===== config.mk =====
export PLATFORM = sky130hd
export DESIGN_NAME = mem_copy_dma
export DESIGN_NICKNAME = d
export VERILOG_FILES = /design/src/rtl/mem_copy_dma.sv
export SDC_FILE = /design/constraint.sdc
export NUM_CORES = 1
export LEC_CHECK = 0
export BUFFER_PORTS_ARGS = -buffer_cell sky130_fd_sc_hd__buf_2
export CAP_MARGIN = 20
export CORE_MARGIN = 2
export CORE_UTILIZATION = 55
export DETAILED_ROUTE_END_ITERATION = 8
export PLACE_DENSITY = 0.81
export SLEW_MARGIN = 15
export SYNTH_ARGS = -nofsm -noshare
export SYNTH_HDL_FRONTEND = slang
export SYNTH_SLANG_ARGS = --single-unit

===== constraint.sdc =====
create_clock -name clk -period 5.6 [get_ports clk]
set_input_delay 0.28 -clock clk [delete_from_list [all_inputs] [get_ports clk]]
set_output_delay 0.28 -clock clk [all_outputs]
set_load 0.05 [all_outputs]

===== src/rtl/mem_copy_dma.sv =====
// Memory-to-memory word copier on the single-port memory bus shared with the mips core.
// Each word takes one read cycle and one write cycle. All bus outputs are registered.
module mem_copy_dma #(
  parameter int unsigned WIDTH   = 32,
  parameter int unsigned LENBITS = 8
) (
  input  logic               clk,
  input  logic               reset,
  input  logic               start,
  input  logic [WIDTH-1:0]   src,
  input  logic [WIDTH-1:0]   dst,
  input  logic [LENBITS-1:0] len,
  output logic               busy,
  output logic               done,
  output logic               memread,
  output logic               memwrite,
  output logic [WIDTH-1:0]   adr,
  output logic [WIDTH-1:0]   writedata,
  input  logic [WIDTH-1:0]   memdata
);

  localparam logic [WIDTH-1:0] WORD_STEP  = WIDTH'(4);
  localparam logic [WIDTH-1:0] ALIGN_MASK = ~(WIDTH'(3));

  typedef enum logic [1:0] {
    S_IDLE  = 2'd0,
    S_READ  = 2'd1,
    S_WRITE = 2'd2,
    S_DONE  = 2'd3
  } state_e;

  state_e             state_q, state_d;
  logic [WIDTH-1:0]   src_q, src_d;
  logic [WIDTH-1:0]   dst_q, dst_d;
  logic [LENBITS-1:0] len_q, len_d;
  logic [LENBITS-1:0] cnt_q, cnt_d;
  logic               busy_q, busy_d;
  logic               done_q, done_d;
  logic               memread_q, memread_d;
  logic               memwrite_q, memwrite_d;
  logic [WIDTH-1:0]   adr_q, adr_d;
  logic [WIDTH-1:0]   writedata_q, writedata_d;

  // src_q/dst_q are running word pointers; they advance after every write.
  always_comb begin
    state_d     = state_q;
    src_d       = src_q;
    dst_d       = dst_q;
    len_d       = len_q;
    cnt_d       = cnt_q;
    writedata_d = writedata_q;

    case (state_q)
      S_IDLE: begin
        if (start) begin
          src_d   = src & ALIGN_MASK;
          dst_d   = dst & ALIGN_MASK;
          len_d   = len;
          cnt_d   = '0;
          state_d = (len != '0) ? S_READ : S_DONE;
        end
      end
      S_READ: begin
        writedata_d = memdata;
        state_d     = S_WRITE;
      end
      S_WRITE: begin
        cnt_d   = cnt_q + LENBITS'(1);
        src_d   = src_q + WORD_STEP;
        dst_d   = dst_q + WORD_STEP;
        state_d = (cnt_d == len_q) ? S_DONE : S_READ;
      end
      S_DONE: begin
        state_d = S_IDLE;
      end
      default: begin
        state_d = S_IDLE;
      end
    endcase

    // Outputs are decoded from the next state so they line up with the state once registered.
    busy_d     = (state_d == S_READ) || (state_d == S_WRITE);
    done_d     = (state_d == S_DONE);
    memread_d  = (state_d == S_READ);
    memwrite_d = (state_d == S_WRITE);
    adr_d      = '0;
    if (state_d == S_READ) begin
      adr_d = src_d;
    end else if (state_d == S_WRITE) begin
      adr_d = dst_d;
    end
  end

  always_ff @(posedge clk or posedge reset) begin
    if (reset) begin
      state_q     <= S_IDLE;
      src_q       <= '0;
      dst_q       <= '0;
      len_q       <= '0;
      cnt_q       <= '0;
      busy_q      <= 1'b0;
      done_q      <= 1'b0;
      memread_q   <= 1'b0;
      memwrite_q  <= 1'b0;
      adr_q       <= '0;
      writedata_q <= '0;
    end else begin
      state_q     <= state_d;
      src_q       <= src_d;
      dst_q       <= dst_d;
      len_q       <= len_d;
      cnt_q       <= cnt_d;
      busy_q      <= busy_d;
      done_q      <= done_d;
      memread_q   <= memread_d;
      memwrite_q  <= memwrite_d;
      adr_q       <= adr_d;
      writedata_q <= writedata_d;
    end
  end

  assign busy      = busy_q;
  assign done      = done_q;
  assign memread   = memread_q;
  assign memwrite  = memwrite_q;
  assign adr       = adr_q;
  assign writedata = writedata_q;

endmodule


==> parameters.txt <==
Parameter                              Value

Setup path
  Max FO, Critical Path ... 40
  Arrival time worst endpoint ... 3.96 ns
  Crit path max-delay family ... buffers and inverters
  Beginning of the critical path ... state_q[0]
  Crit path largest cell delay ... approximately 0.83 ns
  Path length in cells of the critical path ... 8
  R2R Path Start ... state_q[0]
  Slowest library cell on the worst path ... dfrtp_1
  R2R cell count ... 8
  Buf/Inv on CP ... 3
  Setup crit end ... adr[6]
  Type of element capturing the critical path ... flop
  Capture point of the worst reg-to-reg path ... adr[6]
  Required time reported for the critical path endpoint ... 5.95 ns
  Kind of critical path ... flop to flop
  CP Launch Type ... flop
  Worst reg-to-reg setup slack ... 1.99 ns
  Worst path cell trace ... inv_2 > buf_12 > nand2_1 > nor2_2 > a31oi_1 > o21ai_2 > inv_2 > a22o_1
  Most frequent cell on the critical path ... inv_2

Placement
  Sum of net half-perimeters after detailed placement ... between 10 and 15 mm
  Buffers added on ports ... 170
  Final GP Congestion ... ~0.86
  Area post-placement ... approximately 8500 sq um
  Total instance count after detailed placement ... 1137

Power
  Static Leakage ... 4.336 nW
  Power density over the cells ... ~690 nW/um^2
  PnR Total Power ... around 6.3 mW
  VDD IR-drop max ... 284.9 uV

Final layout
  Number of cells in the finished layout apart from fillers ... between 1000 and 1500
  Final standard cell area without fillers ... approximately 9200 sq um
  # diodes ... 0
  Most common library cell in the layout ignoring fill and taps ... nand2_1
  Layout-stage area growth over the synthesis result ... 20.24%
  Nets ... approximately 1100
  Most frequent cells in the layout ... 192 x nand2_1, 170 x buf_2, 149 x dfrtp_1
  Share of layout cells above drive strength 1 ... a little under a quarter

STA
  Fin. Hold Viols ... 0
  Final setup TNS ... 0 ns
  Max-slew headroom at the worst pin ... between 20% and 30%
  Slew at the pin closest to its max-slew limit ... between 1 and 1.5 ns
  Final worst-path cycle share ... between 60% and 70%
  Tightest hold margin ... 0.01360 ns
  Final min period ... between 3 and 4 ns
  Count of endpoints failing setup in the final report ... 0
  Setup repair after global routing missed its margin ... no
  Final Max Slew Viols ... 0
  Worst clock skew on the final layout ... between 0.004 and 0.005 ns
  Maximum clock rate ... about 280 MHz

CTS
  Number of hold-repair buffers added at the cts stage ... 0
  Resized cells post-CTS ... 0
  Cell at the root of the clock tree ... clkbuf_16
  Number of buffers inserted during clock tree synthesis ... 17
  Maximum clock insertion buffer count ... 2
  Number of clock sinks ... 150
  CTS tree ... yes
  Clock transition at path regs ... roughly 0.060 ns
  H-Tree Level Count ... 4
  Number of setup buffers added after CTS ... 0
  Clock insertion delay at the later pin of the skew report ... ~0.42 ns

Die
  Die width ... between 100 and 150 microns
  Starting density of the core ... between 50% and 60%
  Row Count ... 43
  Y dimension of the die ... around 120 microns
  Number of I/O pins ... around 180
  Die outline area ... 14920 sq um
  Total core area ... approximately 14000 sq um

Hold path
  Path category of the worst min-delay check ... primary input to async pin

Logic synthesis
  Unique masters post-synth ... 60
  Average instance area after synthesis ... 9.076 sq um
  Cell Area, Synth ... around 7700 sq um
  Proportion of synthesized chip area in sequential cells ... ~49%
  Top cell type's share of synthesized area ... roughly half
  Largest cells by area after synthesis ... dfrtp_1 49%, nand2_1 9.4%, o22a_1 4.0%
  Primary FF master, synth ... dfrtp_1
  Number of enable flip-flop cells after synthesis ... 0
  Area leader, netlist ... dfrtp_1
  Yosys warns ... 0
  Synth Net Count ... about 960
  Gate Count Post-Synth ... about 850
  Number of register bits inferred by synthesis ... 150
  Asr flop ratio synth ... 100.0%

Global routing
  Initial antenna violation count ... 0
  Global-route usage over all layers ... between 20% and 30%
  Maximum number of pins on one net before global-route repair ... 100
  First-pass GRT wire length ... 32.51 mm
  Via count of the first global-routing pass ... 6339
  Aggregate global routing overflow ... 0

Detailed routing
  Post-detailed-route via-to-cell ratio ... 6.114
  Number of detailed-routing iterations run before antenna repair ... 7
  Remaining routing DRC violations ... 0
  Antenna-violating nets left ... 0
  DRT iter0 DRCs ... roughly 710
  Routed wire length per instance ... 18.19 microns
  Via count ... a little over 7000
  Total wirelength of the detailed-routed design ... approximately 21 mm

Outcome
  Outcome ... completed

Job
  Number of maximum-capacitance violations ... 0
==> sequential cells by signal, summed over array words and instances, names as in the netlist, 2 cells and up <==
signal     cells
adr           32
src_q         32
dst_q         32
state_q        2
writedata     32
len_q          8
cnt_q          8
==> layer usage <==
metal / routed length, microns / GRT usage (%) / vias up
met5: 0 / 0 / -
met4: 546 / 10.63 / 0
met3: 1816 / 6.227 / 48
met2: 10060 / 43.61 / 353
met1: 8867 / 39.46 / 3414
li1: - / - / 3344
==> metrics by stage <==
| stage | util (%) | setup slack [ns] |
|---|---|---|
| 4_1_cts | 66.69 | 1.712 |
| 6_report | 67.03 | 1.993 |
| 5_1_grt | 67.03 | 1.804 |
| 3_3_place_gp | 61.98 | 1.822 |
| 2_1_floorplan | - | 1.284 |
| 3_5_place_dp | 61.98 | 1.802 |
==> worst reg2reg max path, stage by stage (launching register included) <==
cell	delay (ns)
dfrtp_1	0.83
inv_2	0.44
buf_12	0.31
nand2_1	0.77
nor2_2	0.11
a31oi_1	0.23
o21ai_2	0.10
inv_2	0.49
a22o_1	0.26
==> worst min-delay path by stage <==
stage                      start  slack, ns       endpoint  cells after the start
floorplan                 len[0]       0.39       len_q[0]                      2
global placement    writedata[1]       0.45   writedata[1]                      2
detailed placement  writedata[1]       0.46   writedata[1]                      2
CTS                  memdata[21]       0.04  writedata[21]                      3
global route         memdata[29]       0.04  writedata[29]                      3
finish                     reset       0.01  writedata[31]                      2
==> synthesized netlist by cell type, types with 2 or more instances <==
| library cell | n |
|---|---|
| a21oi_1 | 55 |
| a221o_1 | 3 |
| a22o_1 | 33 |
| a22oi_1 | 3 |
| a311oi_1 | 2 |
| a31oi_1 | 5 |
| and2_1 | 6 |
| and3_1 | 16 |
| and4_1 | 9 |
| buf_1 | 7 |
| buf_2 | 4 |
| buf_6 | 3 |
| clkbuf_1 | 49 |
| clkbuf_2 | 3 |
| dfrtp_1 | 150 |
| ha_1 | 3 |
| inv_1 | 11 |
| inv_2 | 2 |
| mux2i_1 | 25 |
| nand2_1 | 192 |
| nand2b_1 | 2 |
| nand3_1 | 31 |
| nand3b_1 | 2 |
| nand4_1 | 9 |
| nor2_1 | 27 |
| nor2b_1 | 7 |
| nor3_1 | 11 |
| nor3_2 | 2 |
| nor4_1 | 10 |
| o211ai_1 | 4 |
| o21ai_0 | 33 |
| o21ai_1 | 2 |
| o221a_2 | 2 |
| o22a_1 | 35 |
| o22ai_1 | 44 |
| o31ai_1 | 3 |
| o41ai_1 | 2 |
| or3_1 | 6 |
| or4_1 | 3 |
| xnor2_1 | 7 |
| xor2_1 | 4 |
==> cells by family (layout without fill, tap and decap cells) <==
kind of cell | after synthesis | in the layout | share of synthesized area (%)
AOI/OAI and AO/OA | 240 | 240 | 21.38
xor gates and xnor gates | 11 | 11 | 1.255
adders and majority gates | 4 | 4 | 0.6193
buffers and inverters | 79 | 224 | 4.269
DFF | 150 | 150 | 48.88
muxes | 25 | 25 | 3.259
and+or+nand+nor | 337 | 337 | 20.34
==> cell type report <==
type                            instances  area [sq um]
Inverter                               13         53.80
Multi-Input combinational cell        617          3600
Clock inverter                         11         197.7
Timing Repair Buffer                  179         950.9
Tap cell                              180         225.2
Sequential cell                       150          3755
Fill cell                            1074          4541
Clock buffer                           21         450.4
==> power breakdown <==
group | internal, mW | switching, mW | total, mW
clock network | 0.805 | 0.452 | 1.26
logic | 0.941 | 2.01 | 2.95
registers | 1.58 | 0.541 | 2.12
total | 3.32 | 3.00 | 6.32
No activity file was read; power rests on OpenSTA's default activity.
